==> src/rtl/instr_fetch_ctrl_if.sv <==
`default_nettype none
// ============================================================================
//  Module      : instr_fetch_ctrl_if
//  Description : Bundles the request/acknowledge memory port, the valid/ready
//                decode port, the control inputs (halt, branch) and the
//                status outputs of the instruction fetch controller.
//                master : the fetch controller side
//                slave  : the environment side (memory, decode, control)
//  Ports       : halt, branch_en, branch_target     control into the fetcher
//                mem_req, mem_addr, mem_ack, mem_rdata   memory handshake
//                instr_out, instr_valid, instr_ready     decode handshake
//                pc_out, timeout_err, fetch_count, stall_count   status
//  Revision    : 1.0 - initial release
// ============================================================================
interface instr_fetch_ctrl_if #(
  parameter int ADDR_W = 16
);
  logic              halt;
  logic              branch_en;
  logic [ADDR_W-1:0] branch_target;
  logic              mem_req;
  logic [ADDR_W-1:0] mem_addr;
  logic              mem_ack;
  logic [15:0]       mem_rdata;
  logic [15:0]       instr_out;
  logic              instr_valid;
  logic              instr_ready;
  logic [ADDR_W-1:0] pc_out;
  logic              timeout_err;
  logic [15:0]       fetch_count;
  logic [15:0]       stall_count;

  modport master (
    input  halt, branch_en, branch_target, mem_ack, mem_rdata, instr_ready,
    output mem_req, mem_addr, instr_out, instr_valid, pc_out, timeout_err,
           fetch_count, stall_count
  );

  modport slave (
    output halt, branch_en, branch_target, mem_ack, mem_rdata, instr_ready,
    input  mem_req, mem_addr, instr_out, instr_valid, pc_out, timeout_err,
           fetch_count, stall_count
  );
endinterface
`default_nettype wire

==> src/rtl/instr_fetch_ctrl.sv <==
`default_nettype none
// ============================================================================
//  Module      : instr_fetch_ctrl
//  Description : Instruction fetch sequencer. Owns the PC, issues one word
//                read per instruction over a req/ack memory handshake, holds
//                the fetched word on a valid/ready port for decode, and
//                handles taken branches, halt and memory timeouts.
//  Ports       : clk    - clock, rising edge
//                reset  - asynchronous active-high reset
//                bus    - instr_fetch_ctrl_if.master (memory, decode, control
//                         and status signals)
//  Config      : FETCH_PERF_CNT_EN - when defined, builds saturating 16-bit
//                fetch and stall counters; otherwise both read as zero.
//  Revision    : 1.0 - initial release
// ============================================================================
module instr_fetch_ctrl #(
  parameter int                ADDR_W   = 16,
  parameter logic [ADDR_W-1:0] RESET_PC = '0,
  parameter int                MAX_WAIT = 15
) (
  input  wire logic           clk,
  input  wire logic           reset,
  instr_fetch_ctrl_if.master  bus
);

  localparam logic [1:0] c_IDLE = 2'd0;
  localparam logic [1:0] c_WAIT = 2'd1;
  localparam logic [1:0] c_HOLD = 2'd2;

  localparam logic [8:0]        c_MAX_WAIT = 9'(MAX_WAIT);
  localparam logic [ADDR_W-1:0] c_PC_ONE   = {{(ADDR_W-1){1'b0}}, 1'b1};

  logic [1:0]        r_state;
  logic [1:0]        w_state_nxt;
  logic [ADDR_W-1:0] r_pc;
  logic [ADDR_W-1:0] w_pc_nxt;
  logic              r_mem_req;
  logic              w_mem_req_nxt;
  logic [ADDR_W-1:0] r_mem_addr;
  logic [ADDR_W-1:0] w_mem_addr_nxt;
  logic [15:0]       r_instr_out;
  logic [15:0]       w_instr_out_nxt;
  logic              r_instr_valid;
  logic              w_instr_valid_nxt;
  logic              r_timeout_err;
  logic              w_timeout_err_nxt;
  logic              r_discard;
  logic              w_discard_nxt;
  logic [7:0]        r_wait_cnt;
  logic [7:0]        w_wait_cnt_nxt;
  logic [8:0]        w_wait_inc;
  logic              w_timeout;

  // Count of WAIT cycles including the current one; the request is abandoned
  // once this reaches MAX_WAIT without an acknowledge.
  assign w_wait_inc = {1'b0, r_wait_cnt} + 9'd1;
  assign w_timeout  = (w_wait_inc >= c_MAX_WAIT);

  // --------------------------------------------------------------------------
  // State register
  // --------------------------------------------------------------------------
  always_ff @(posedge clk or posedge reset) begin
    if (reset) begin
      r_state <= c_IDLE;
    end else begin
      r_state <= w_state_nxt;
    end
  end

  // --------------------------------------------------------------------------
  // Next-state logic. A branch always wins, but in WAIT the request cannot be
  // withdrawn until the memory acknowledges, so the FSM stays in WAIT and
  // marks the outstanding word for discard instead.
  // --------------------------------------------------------------------------
  always_comb begin
    w_state_nxt = r_state;
    case (r_state)
      c_IDLE: begin
        if (!bus.branch_en && !bus.halt) begin
          w_state_nxt = c_WAIT;
        end
      end
      c_WAIT: begin
        if (bus.mem_ack) begin
          w_state_nxt = (r_discard || bus.branch_en) ? c_IDLE : c_HOLD;
        end else if (!bus.branch_en && w_timeout) begin
          w_state_nxt = c_IDLE;
        end
      end
      c_HOLD: begin
        if (bus.branch_en) begin
          w_state_nxt = c_IDLE;
        end else if (bus.instr_ready) begin
          w_state_nxt = bus.halt ? c_IDLE : c_WAIT;
        end
      end
      default: begin
        w_state_nxt = c_IDLE;
      end
    endcase
  end

  // --------------------------------------------------------------------------
  // Output / datapath next values
  // --------------------------------------------------------------------------
  always_comb begin
    w_pc_nxt          = r_pc;
    w_mem_req_nxt     = r_mem_req;
    w_mem_addr_nxt    = r_mem_addr;
    w_instr_out_nxt   = r_instr_out;
    w_instr_valid_nxt = r_instr_valid;
    w_timeout_err_nxt = r_timeout_err;
    w_discard_nxt     = r_discard;
    w_wait_cnt_nxt    = r_wait_cnt;
    case (r_state)
      c_IDLE: begin
        if (bus.branch_en) begin
          w_pc_nxt          = bus.branch_target;
          w_instr_valid_nxt = 1'b0;
        end else if (!bus.halt) begin
          w_mem_req_nxt  = 1'b1;
          w_mem_addr_nxt = r_pc;
          w_wait_cnt_nxt = 8'd0;
        end
      end
      c_WAIT: begin
        if (bus.branch_en) begin
          w_pc_nxt = bus.branch_target;
        end
        if (bus.mem_ack) begin
          w_mem_req_nxt = 1'b0;
          if (r_discard || bus.branch_en) begin
            w_discard_nxt = 1'b0;
          end else begin
            w_instr_out_nxt   = bus.mem_rdata;
            w_instr_valid_nxt = 1'b1;
            w_pc_nxt          = r_pc + c_PC_ONE;
          end
        end else begin
          // Saturate so a long run of branches cannot wrap the counter.
          if (r_wait_cnt != 8'hFF) begin
            w_wait_cnt_nxt = w_wait_inc[7:0];
          end
          if (bus.branch_en) begin
            w_discard_nxt = 1'b1;
          end else if (w_timeout) begin
            // Abandoned request: the next fetch starts cleanly from r_pc.
            w_mem_req_nxt     = 1'b0;
            w_timeout_err_nxt = 1'b1;
            w_discard_nxt     = 1'b0;
          end
        end
      end
      c_HOLD: begin
        if (bus.branch_en) begin
          w_pc_nxt          = bus.branch_target;
          w_instr_valid_nxt = 1'b0;
        end else if (bus.instr_ready) begin
          w_instr_valid_nxt = 1'b0;
          if (!bus.halt) begin
            w_mem_req_nxt  = 1'b1;
            w_mem_addr_nxt = r_pc;
            w_wait_cnt_nxt = 8'd0;
          end
        end
      end
      default: begin
        w_mem_req_nxt     = 1'b0;
        w_instr_valid_nxt = 1'b0;
      end
    endcase
  end

  // --------------------------------------------------------------------------
  // Datapath registers
  // --------------------------------------------------------------------------
  always_ff @(posedge clk or posedge reset) begin
    if (reset) begin
      r_pc          <= RESET_PC;
      r_mem_req     <= 1'b0;
      r_mem_addr    <= '0;
      r_instr_out   <= 16'd0;
      r_instr_valid <= 1'b0;
      r_timeout_err <= 1'b0;
      r_discard     <= 1'b0;
      r_wait_cnt    <= 8'd0;
    end else begin
      r_pc          <= w_pc_nxt;
      r_mem_req     <= w_mem_req_nxt;
      r_mem_addr    <= w_mem_addr_nxt;
      r_instr_out   <= w_instr_out_nxt;
      r_instr_valid <= w_instr_valid_nxt;
      r_timeout_err <= w_timeout_err_nxt;
      r_discard     <= w_discard_nxt;
      r_wait_cnt    <= w_wait_cnt_nxt;
    end
  end

  assign bus.mem_req     = r_mem_req;
  assign bus.mem_addr    = r_mem_addr;
  assign bus.instr_out   = r_instr_out;
  assign bus.instr_valid = r_instr_valid;
  assign bus.pc_out      = r_pc;
  assign bus.timeout_err = r_timeout_err;

  // --------------------------------------------------------------------------
  // Performance counters
  // --------------------------------------------------------------------------
`ifdef FETCH_PERF_CNT_EN
  logic [15:0] r_fetch_count;
  logic [15:0] r_stall_count;
  logic        w_fetch_done;

  // A fetch completes only when the word is actually delivered to HOLD.
  assign w_fetch_done = (r_state == c_WAIT) && bus.mem_ack && !r_discard &&
                        !bus.branch_en;

  always_ff @(posedge clk or posedge reset) begin
    if (reset) begin
      r_fetch_count <= 16'd0;
      r_stall_count <= 16'd0;
    end else begin
      if (w_fetch_done && (r_fetch_count != 16'hFFFF)) begin
        r_fetch_count <= r_fetch_count + 16'd1;
      end
      if (r_instr_valid && !bus.instr_ready && (r_stall_count != 16'hFFFF)) begin
        r_stall_count <= r_stall_count + 16'd1;
      end
    end
  end

  assign bus.fetch_count = r_fetch_count;
  assign bus.stall_count = r_stall_count;
`else
  assign bus.fetch_count = 16'd0;
  assign bus.stall_count = 16'd0;
`endif

endmodule
`default_nettype wire

==> src/flat_wrapper.sv <==
// flat-port wrapper written by rule: the top's interface ports become plain ports
module instr_fetch_ctrl_flat 
#(
  parameter int                ADDR_W   = 16,
  parameter logic [ADDR_W-1:0] RESET_PC = '0,
  parameter int                MAX_WAIT = 15
)
  (clk, reset, bus_halt, bus_branch_en, bus_branch_target, bus_mem_ack, bus_mem_rdata, bus_instr_ready, bus_mem_req, bus_mem_addr, bus_instr_out, bus_instr_valid, bus_pc_out, bus_timeout_err, bus_fetch_count, bus_stall_count);
  instr_fetch_ctrl_if #(.ADDR_W(ADDR_W)) bus_i ();
  input  wire logic clk;
  input  wire logic reset;
  input wire logic [$bits(bus_i.halt)-1:0] bus_halt;
  input wire logic [$bits(bus_i.branch_en)-1:0] bus_branch_en;
  input wire logic [$bits(bus_i.branch_target)-1:0] bus_branch_target;
  input wire logic [$bits(bus_i.mem_ack)-1:0] bus_mem_ack;
  input wire logic [$bits(bus_i.mem_rdata)-1:0] bus_mem_rdata;
  input wire logic [$bits(bus_i.instr_ready)-1:0] bus_instr_ready;
  output wire logic [$bits(bus_i.mem_req)-1:0] bus_mem_req;
  output wire logic [$bits(bus_i.mem_addr)-1:0] bus_mem_addr;
  output wire logic [$bits(bus_i.instr_out)-1:0] bus_instr_out;
  output wire logic [$bits(bus_i.instr_valid)-1:0] bus_instr_valid;
  output wire logic [$bits(bus_i.pc_out)-1:0] bus_pc_out;
  output wire logic [$bits(bus_i.timeout_err)-1:0] bus_timeout_err;
  output wire logic [$bits(bus_i.fetch_count)-1:0] bus_fetch_count;
  output wire logic [$bits(bus_i.stall_count)-1:0] bus_stall_count;
  assign bus_i.halt = bus_halt;
  assign bus_i.branch_en = bus_branch_en;
  assign bus_i.branch_target = bus_branch_target;
  assign bus_i.mem_ack = bus_mem_ack;
  assign bus_i.mem_rdata = bus_mem_rdata;
  assign bus_i.instr_ready = bus_instr_ready;
  assign bus_mem_req = bus_i.mem_req;
  assign bus_mem_addr = bus_i.mem_addr;
  assign bus_instr_out = bus_i.instr_out;
  assign bus_instr_valid = bus_i.instr_valid;
  assign bus_pc_out = bus_i.pc_out;
  assign bus_timeout_err = bus_i.timeout_err;
  assign bus_fetch_count = bus_i.fetch_count;
  assign bus_stall_count = bus_i.stall_count;
  instr_fetch_ctrl #(.ADDR_W(ADDR_W), .RESET_PC(RESET_PC), .MAX_WAIT(MAX_WAIT)) u_core (.clk(clk), .reset(reset), .bus(bus_i));
endmodule
==> config.mk <==
export PLATFORM = sky130hd
export DESIGN_NAME = instr_fetch_ctrl_flat
export DESIGN_NICKNAME = d
export VERILOG_FILES = /design/src/rtl/instr_fetch_ctrl_if.sv /design/src/rtl/instr_fetch_ctrl.sv /design/src/flat_wrapper.sv
export SDC_FILE = /design/constraint.sdc
export NUM_CORES = 1
export LEC_CHECK = 0
export BUFFER_PORTS_ARGS = -buffer_cell sky130_fd_sc_hd__buf_4
export CORE_MARGIN = 2
export CORE_UTILIZATION = 45
export DETAILED_ROUTE_END_ITERATION = 7
export PLACE_DENSITY = 0.72
export SETUP_SLACK_MARGIN = 0.05
export SLEW_MARGIN = 20
export SYNTH_ARGS = -nofsm -noshare
export SYNTH_HDL_FRONTEND = slang
export SYNTH_SLANG_ARGS = --single-unit
==> constraint.sdc <==
create_clock -name clk -period 1.94 [get_ports clk]
set_clock_uncertainty 0.15 [all_clocks]
set_input_delay 0.388 -clock clk [delete_from_list [all_inputs] [get_ports clk]]
set_output_delay 0.388 -clock clk [all_outputs]
set_load 0.1 [all_outputs]
==> results.sh, run 1 <==
export IMPL_status="complete, no violations"
export IMPL_hold_class="input pin to flip-flop"
export IMPL_vias_per_cell=5.37
export IMPL_root_buffer="clkbuf_8"
export IMPL_cts_tree="done"
export IMPL_synth_distinct_cells=62
export IMPL_cp_slowest_stage_delay_ns=0.44
export IMPL_required_ns=2.02
export IMPL_die_h_um=91.6
export IMPL_avgSynthCellArea_sq_um=9.88
export IMPL_coreArea_sq_mm=0.00733
export IMPL_path_cells="ha_4, and3_4, a211o_4, buf_4, a22o_1, o2bb2ai_1"
export IMPL_synth_area_top_cells="dfrtp_1, mux2_2, buf_4"
export IMPL_async_flop_share=1.00
export IMPL_cp_num_buf_inv=1
export IMPL_synth_most_common_cell="dfrtp_1"
export IMPL_routabilityCongestion=0.904
export IMPL_cts_sinks=62
export IMPL_dp_cells=540
export IMPL_cp_top_family="compound AO/OA/AOI/OAI gates"
export IMPL_synth_common_cells="dfrtp_1, buf_4, mux2_2"
export IMPL_drt_iter0_markers=161
export IMPL_synthesis_area_sq_mm=0.00345
export IMPL_track_usage=0.223
export IMPL_boundaryPins=121
export IMPL_drv_slew=0
export IMPL_r2r_start="u_core.r_wait_cnt[0]$_DFFE_PP0P_"
export IMPL_die_w_um=91.6
export IMPL_fin_nets=504
export IMPL_row_count=31
export IMPL_synth_top_area_frac=0.450
export IMPL_cp_max_fo=6
export IMPL_end_kind="flip-flop"
export IMPL_area_growth_pct=38.5
export IMPL_min_period_ns=1.86
export IMPL_yosysTopAreaCell="dfrtp_1"
export IMPL_postLayoutCellArea_sq_mm=0.00478
export IMPL_worstHoldStart="bus_branch_target[10]"
export IMPL_ys_warnings_count=0
export IMPL_drcViolationCount=0
export IMPL_crit_path_start_kind="flip-flop"
export IMPL_grt_pass1_vias=3080
export IMPL_final_cells=567
export IMPL_fmax_mhz=537
export IMPL_routed_wl_um=9150
export IMPL_multi_input_area_sq_mm=0.00179
export IMPL_start_util=0.471
export IMPL_ys_seq_area_frac=0.450
export IMPL_cts_buffers=9
export IMPL_clk_pin_slew_ns=0.07
export IMPL_hpwl_um=6340
export IMPL_finalCritPeriodShare=0.960
export IMPL_die_area_sq_mm=0.00838
export IMPL_drive_gt1_frac=0.468
export IMPL_setup_violations=0
export IMPL_grt_first_pass_wirelength_um=14800
export IMPL_htreeDepth=3
export IMPL_slowest_stage="dfrtp_1"
export IMPL_io_buffers=88
export IMPL_hold_end="u_core.bus.pc_out[10]$_DFFE_PP0P_"
export IMPL_synthFlopType="dfrtp_1"
export IMPL_clk_latency_ns=0.35
export IMPL_overflow=0
export IMPL_grt_max_degree=27
export IMPL_rr_worst_depth=6
export IMPL_synth_seq_cells=62
export IMPL_diodes=0
export IMPL_cts_buffer_depth=2
export IMPL_maxCapViolCount=0
export IMPL_fillCellCount=587
export IMPL_drtAntennaViolNets=0
export IMPL_vias=3043
export IMPL_rsz0062_at_grt="true"
export IMPL_hold_viol_final=0
export IMPL_reg2reg_to="u_core.r_wait_cnt[2]$_DFFE_PP0P_"
export IMPL_placed_cell_area_sq_mm=0.00430
export IMPL_wl_per_cell_um=16.1
export IMPL_drtPass1Iterations=4
export IMPL_whs_path_depth=3
export IMPL_syn_inst=349
export IMPL_synth_edff_count=0
export IMPL_grt_antenna_before_repair=0
export IMPL_cp_arrival_ns=1.95
export IMPL_path_class="flip-flop to flip-flop"
export IMPL_ff_latch_area_sq_mm=0.00160
export IMPL_reg2reg_slack_ns=0.08
-- final cells by class --
| type | count | share of cell area |
|---|---|---|
| multi-input cells | 252 | 0.375 |
| well taps | 99 | 0.0259 |
| repair buffers | 124 | 0.206 |
| clock inverters | 6 | 0.0178 |
| flip-flops and latches | 62 | 0.335 |
| inverters | 14 | 0.0118 |
| clock buffers | 10 | 0.0288 |
-- worst max path at each step --
stage	startpoint	end	slack (ns)	cells after the start
2_1_floorplan	u_core.bus.pc_out[1]$_DFFE_PP0P_	u_core.bus.pc_out[12]$_DFFE_PP0P_	-0.04	5
4_1_cts	u_core.r_wait_cnt[3]$_DFFE_PP0P_	u_core.r_discard$_DFFE_PP0P_	0.03	4
5_1_grt	u_core.r_wait_cnt[0]$_DFFE_PP0P_	u_core.bus.mem_req$_DFFE_PP0P_	-0.02	5
6_report	u_core.r_wait_cnt[0]$_DFFE_PP0P_	u_core.r_wait_cnt[2]$_DFFE_PP0P_	0.08	6
3_3_place_gp	u_core.r_wait_cnt[1]$_DFFE_PP0P_	u_core.r_wait_cnt[4]$_DFFE_PP0P_	0.08	5
3_5_place_dp	u_core.r_wait_cnt[1]$_DFFE_PP0P_	u_core.r_discard$_DFFE_PP0P_	-0.003	6
-- logic make-up (layout without fill, tap and decap cells) --
kind of cell | after synthesis | count (layout) | share of synthesized area
muxes | 33 | 33 | 0.106
buffers and inverters | 66 | 154 | 0.112
adders and majority gates | 3 | 3 | 0.0109
xor gates and xnor gates | 1 | 1 | 0.00254
DFF | 62 | 62 | 0.450
other | 1 | 32 | 0.00109
and+or+nand+nor | 106 | 106 | 0.161
AOI/OAI and AO/OA | 77 | 77 | 0.156
-- state kept, by name, summed over array words and instances, names as in the netlist --
| register | cells |
|---|---|
| u_core.bus.pc_out | 16 |
| u_core.r_state | 2 |
| u_core.bus.mem_req | 1 |
| u_core.bus.timeout_err | 1 |
| u_core.r_wait_cnt | 8 |
| u_core.bus.instr_valid | 1 |
| u_core.bus.mem_addr | 16 |
| u_core.bus.instr_out | 16 |
| u_core.r_discard | 1 |
-- metal layers --
metal,vias to the layer above,track usage,share of wire
met5,-,0,0
met4,0,0.0821,0.020
met3,15,0.0830,0.081
met2,123,0.356,0.50
met1,1480,0.274,0.40
li1,1425,-,-
-- cell usage in the layout, fill, tap and decap left out, drive strengths merged, types with 2 or more instances in the layout --
cell type and instances:
o22a 2, clkbuf 10, conb 32, ha 3, a32oi 2, inv 13
dfrtp 62, o31ai 4, and2 2, a2bb2oi 3, o211ai 4, buf 123
nor2b 3, nor4 6, nor3 9, clkinv 2, a31oi 2, mux2i 4
bufinv 2, a22oi 4, nand3b 2, o2bb2ai 4, clkinvlp 3, a211oi 3
and3 2, nand2b 3, a21oi 16, o22ai 4, nand3 18, o21ai 14
nor2 22, o21a 2, nand2 23, nand4 6, mux2 29
-- tightest hold or removal path: cells and delay by family --
family | cells | cell delay [ns]
buffers and inverters | 1 | 0.08
and+or+nand+nor | 1 | 0.06
AOI/OAI and AO/OA | 1 | 0.04
-- through the flow --
| step | util | worst slack [ns] | TNS, ns | hold slack [ns] |
|---|---|---|---|---|
| after floorplan | - | -0.0364 | -0.0400 | 0.355 |
| after global placement | 0.587 | 0.0788 | 0 | 0.270 |
| after detailed placement | 0.587 | -0.00334 | -0.00334 | 0.281 |
| after CTS | 0.626 | 0.0314 | 0 | 0.0896 |
| after global routing | 0.652 | -0.0166 | -0.0166 | 0.0982 |
| final | 0.652 | 0.0780 | 0 | 0.111 |
-- timing repair --
| item | in CTS | in global routing |
|---|---|---|
| endpoints found under the hold margin | 16 | 0 |
| setup buffers | 3 | 7 |
| endpoints found under the setup margin | 5 | 36 |
| pin swaps | 3 | 12 |
| hold buffers | 1 | 0 |
| gates resized for setup | 4 | 30 |
Power of run 1 is left out: the tool's default activity adds up to more than one toggle a clock period on the data nets, which glitch-free logic cannot reach.
==> run 2, diff against run 1 <==
--- a/config.mk
+++ b/config.mk
@@ -5,7 +5,8 @@
 export SDC_FILE = /design/constraint.sdc
 export NUM_CORES = 1
 export LEC_CHECK = 0
-export BUFFER_PORTS_ARGS = -buffer_cell sky130_fd_sc_hd__buf_4
+export BUFFER_PORTS_ARGS = -buffer_cell sky130_fd_sc_hd__buf_2
+export CORE_ASPECT_RATIO = 0.9
 export CORE_MARGIN = 2
 export CORE_UTILIZATION = 45
 export DETAILED_ROUTE_END_ITERATION = 7
==> results.sh, run 2 (same netlist as run 1, synthesis figures left out) <==
export IMPL_status="complete, no violations"
export IMPL_r2r_start="u_core.bus.pc_out[0]$_DFFE_PP0P_"
export IMPL_finalCritPeriodShare=0.969
export IMPL_start_util=0.462
export IMPL_drt_iter0_markers=163
export IMPL_layout_commonest_cell="buf_2"
export IMPL_fin_util=0.601
export IMPL_critical_path_startpoint="u_core.bus.pc_out[0]$_DFFE_PP0P_"
export IMPL_htreeDepth=3
export IMPL_boundaryPins=121
export IMPL_path_class="flip-flop to flip-flop"
export IMPL_routabilityCongestion=0.945
export IMPL_grt_antenna_before_repair=0
export IMPL_drtAntennaViolNets=0
export IMPL_rsz0062_at_grt="true"
export IMPL_required_ns=2.03
export IMPL_drive_gt1_frac=0.458
export IMPL_cp_max_fo=5
export IMPL_routed_wl_um=9020
export IMPL_cts_buffer_depth=2
export IMPL_maxUsedRoutingLayer="met4"
export IMPL_overflow=0
export IMPL_grt_pass1_vias=2891
export IMPL_min_period_ns=1.88
export IMPL_clk_pin_slew_ns=0.07
export IMPL_die_h_um=87.1
export IMPL_diodes=0
export IMPL_drtPass1Iterations=5
export IMPL_wl_per_cell_um=15.8
export IMPL_drcViolationCount=0
export IMPL_wl_met3_um=648
export IMPL_hpwl_um=6420
export IMPL_cp_arrival_ns=1.97
export IMPL_end_kind="flip-flop"
export IMPL_vias=3078
export IMPL_area_growth_pct=30.0
export IMPL_root_buffer="clkbuf_8"
export IMPL_worstHoldStart="bus_branch_target[10]"
export IMPL_cts_sinks=62
export IMPL_clk_latency_ns=0.33
export IMPL_grt_first_pass_wirelength_um=14200
export IMPL_maxCapViolCount=0
export IMPL_wl_met1_um=4180
export IMPL_die_w_um=96.3
export IMPL_row_count=30
export IMPL_hold_class="input pin to flip-flop"
export IMPL_die_area_sq_mm=0.00838
export IMPL_wl_met2_um=4110
export IMPL_layout_common_cells="buf_2, dfrtp_1, buf_4, conb_1, mux2_2"
export IMPL_grt_max_degree=37
export IMPL_crit_path_start_kind="flip-flop"
export IMPL_cts_buffers=9
export IMPL_hold_viol_final=0
export IMPL_track_usage=0.220
export IMPL_fin_nets=512
export IMPL_io_buffers=88
export IMPL_coreArea_sq_mm=0.00747
export IMPL_setup_violations=0
export IMPL_vias_per_cell=5.38
export IMPL_drv_slew=0
export IMPL_cts_tree="done"
export IMPL_fmax_mhz=532
==> run 2: cell types whose count changed in the layout (fill, tap and decap cells not counted), moves of 2 or more <==
cell	delta
buf_2	+88
a21oi_2	+2
clkinvlp_4	-2
buf_4	-76
dfrtp_2	-2
dfrtp_1	+2
buf_12	-3
ha_4	-2
==> run 2: metrics by stage <==
step                hold slack [ns]  area (sq um)  worst slack (ns)  setup TNS, ns  instances
finish                        0.131          4490            0.0593              0        572
global route                  0.112          4490          -0.00947       -0.00947        572
global placement              0.316          4130            0.0571              0        549
floorplan                     0.355          3630           -0.0364        -0.0400        380
CTS                           0.113          4370            0.0610              0        568
detailed placement            0.320          4130            0.0101              0        549
==> run 2: layer usage <==
layer	track usage	up-vias
met3	0.0597	8
met5	0	-
met4	0.0602	0
li1	-	1450
met1	0.318	1493
met2	0.326	127
==> run 2: final timing paths <==
| kind | endpoint | cells past startpoint | slack [ns] |
|---|---|---|---|
| min in group asynchronous | u_core.bus.instr_out[9]$_DFFE_PP0P_ | 4 | 0.54 |
| worst min-delay path | u_core.bus.pc_out[10]$_DFFE_PP0P_ | 3 | 0.13 |
| worst min register to register | u_core.bus.mem_addr[5]$_DFFE_PP0P_ | 2 | 0.33 |
| worst max-delay path | u_core.bus.pc_out[12]$_DFFE_PP0P_ | 6 | 0.06 |
| max in group asynchronous | u_core.bus.pc_out[12]$_DFFE_PP0P_ | 4 | 0.70 |
| worst max register to register | u_core.bus.pc_out[12]$_DFFE_PP0P_ | 6 | 0.06 |
==> run 2: area by class of cell <==
type / instances / area, sq um
multi-input combinational: 252 / 1730
fill: 641 / 2980
timing repair buffer: 132 / 781
tap: 96 / 120
clock buffer: 12 / 155
sequential: 62 / 1600
inverter: 14 / 56.3
clock inverter: 4 / 45.0
==> run 2: timing repair <==
| item | 4_1_cts | 5_1_grt |
|---|---|---|
| endpoints found under the setup margin | 3 | 26 |
| pin swaps | 1 | 13 |
| endpoints found under the hold margin | 26 | 0 |
| hold buffers | 1 | 0 |
| gates resized for setup | 3 | 20 |
| buffers inserted | 2 | 4 |
==> run 2: worst max-delay path, cell delays in order (launching register included) <==
cell and delay (ns):
dfrtp_4 0.46, ha_4 0.16, nand4_1 0.24, buf_4 0.23, nor4_1 0.23, o21ai_0 0.11
a22oi_1 0.20
Power of run 2 is left out for the same reason.
==> run 3, diff against run 2 <==
--- a/config.mk
+++ b/config.mk
@@ -8,9 +8,9 @@
 export BUFFER_PORTS_ARGS = -buffer_cell sky130_fd_sc_hd__buf_2
 export CORE_ASPECT_RATIO = 0.9
 export CORE_MARGIN = 2
-export CORE_UTILIZATION = 45
+export CORE_UTILIZATION = 40
 export DETAILED_ROUTE_END_ITERATION = 7
-export PLACE_DENSITY = 0.72
+export PLACE_DENSITY = 0.62
 export SETUP_SLACK_MARGIN = 0.05
 export SLEW_MARGIN = 20
 export SYNTH_ARGS = -nofsm -noshare
==> constraint.sdc (replaced) <==
create_clock -name clk -period 2.39 [get_ports clk]
set_clock_uncertainty 0.15 [all_clocks]
set_input_delay 0.478 -clock clk [delete_from_list [all_inputs] [get_ports clk]]
set_output_delay 0.478 -clock clk [all_outputs]
set_load 0.1 [all_outputs]
==> results.sh, run 3 (same netlist as run 1, synthesis figures left out) <==
export IMPL_vias_per_cell=5.13
export IMPL_grt_first_pass_wirelength_um=14000
export IMPL_area_growth_pct=21.8
export IMPL_drtAntennaViolNets=0
export IMPL_fillCellCount=838
export IMPL_setup_violations=0
export IMPL_root_buffer="clkbuf_8"
export IMPL_reg2reg_slack_ns=0.33
export IMPL_overflow=0
export IMPL_post_cts_resized=0
export IMPL_finalCritPeriodShare=0.862
export IMPL_fin_util=0.495
export IMPL_layout_commonest_cell="buf_2"
export IMPL_diodes=0
export IMPL_rr_worst_depth=5
export IMPL_r2r_start="u_core.r_wait_cnt[0]$_DFFE_PP0P_"
export IMPL_reg2reg_to="u_core.r_wait_cnt[4]$_DFFE_PP0P_"
export IMPL_setup_tns_ns=0
export IMPL_grt_max_degree=63
export IMPL_path_class="flip-flop to flip-flop"
export IMPL_drt_iter0_markers=155
export IMPL_row_count=32
export IMPL_io_buffers=88
export IMPL_cts_buffers=9
export IMPL_cts_buffer_depth=2
export IMPL_drtPass1Iterations=4
export IMPL_clk_latency_ns=0.34
export IMPL_fin_nets=483
export IMPL_drv_slew=0
export IMPL_boundaryPins=121
export IMPL_cts_setup_buffers=0
export IMPL_die_w_um=102
export IMPL_hold_class="input pin to async pin"
export IMPL_layout_common_cells="buf_2, dfrtp_1, conb_1, mux2_2, nand2_1"
export IMPL_drcViolationCount=0
export IMPL_wl_per_cell_um=15.1
export IMPL_cts_hold_buf=0
export IMPL_cp_arrival_ns=2.18
export IMPL_die_h_um=92.1
export IMPL_rsz0062_at_grt="false"
export IMPL_hold_viol_final=0
export IMPL_crit_path_start_kind="flip-flop"
export IMPL_clk_pin_slew_ns=0.07
export IMPL_cts_sinks=62
export IMPL_cp_max_fo=8
export IMPL_routabilityCongestion=0.859
export IMPL_die_area_sq_mm=0.00938
export IMPL_end_kind="flip-flop"
export IMPL_min_period_ns=2.06
export IMPL_coreArea_sq_mm=0.00849
export IMPL_drive_gt1_frac=0.369
export IMPL_htreeDepth=3
export IMPL_start_util=0.406
export IMPL_maxCapViolCount=0
export IMPL_vias=2902
export IMPL_grt_antenna_before_repair=0
export IMPL_cts_tree="done"
export IMPL_grt_pass1_vias=2766
export IMPL_required_ns=2.51
export IMPL_track_usage=0.191
export IMPL_routed_wl_um=8570
export IMPL_status="complete, no violations"
export IMPL_fmax_mhz=486
export IMPL_hpwl_um=6190
## run 3: changes by cell type in the layout (fill, tap and decap cells not counted), moves of 4 or more
cell and delta:
dfrtp_4 -10, nand2_1 +4, buf_4 -27, dfrtp_1 +9, nand2_2 -4
## run 3: layout make-up
type | instances | area (sq um) | area share
clock inverters | 7 | 121 | 0.0289
repair buffers | 103 | 566 | 0.135
multi-input cells | 252 | 1630 | 0.387
well taps | 119 | 149 | 0.0354
inverters | 14 | 52.6 | 0.0125
clock buffers | 9 | 124 | 0.0295
flip-flops and latches | 62 | 1560 | 0.372
## run 3: routing by layer
layer	vias to the layer above	track usage	routed length, um
li1	1392	-	-
met1	1384	0.263	3920
met2	121	0.288	3920
met3	5	0.0587	669
met4	0	0.0556	60
met5	-	0	0
## run 3: critical path, cell delays in order, from the launching register on
cell,delay [ns]
dfrtp_1,0.45
ha_1,0.31
and3_1,0.23
a211o_1,0.35
a2111o_1,0.44
nand3_1,0.08
## run 3: worst max path at each step
stage	slack (ns)	start	end
2_1_floorplan	0.05	u_core.bus.pc_out[4]$_DFFE_PP0P_	u_core.bus.pc_out[12]$_DFFE_PP0P_
3_3_place_gp	0.38	bus_branch_en	u_core.bus.mem_addr[8]$_DFFE_PP0P_
3_5_place_dp	0.34	bus_branch_en	u_core.bus.mem_addr[8]$_DFFE_PP0P_
4_1_cts	0.35	u_core.r_wait_cnt[0]$_DFFE_PP0P_	u_core.r_wait_cnt[4]$_DFFE_PP0P_
5_1_grt	0.25	u_core.r_wait_cnt[0]$_DFFE_PP0P_	u_core.r_wait_cnt[1]$_DFFE_PP0P_
6_report	0.33	u_core.r_wait_cnt[0]$_DFFE_PP0P_	u_core.r_wait_cnt[4]$_DFFE_PP0P_
## run 3: through the flow
step	hold slack, ns	instance area (sq um)	setup slack, ns	instances
floorplan	0.355	3580	0.0532	380
global placement	0.321	3960	0.384	550
detailed placement	0.327	3960	0.343	550
CTS	0.0485	4200	0.352	566
global route	0.0616	4200	0.247	566
finish	0.0456	4200	0.330	566
Power of run 3 is left out for the same reason.
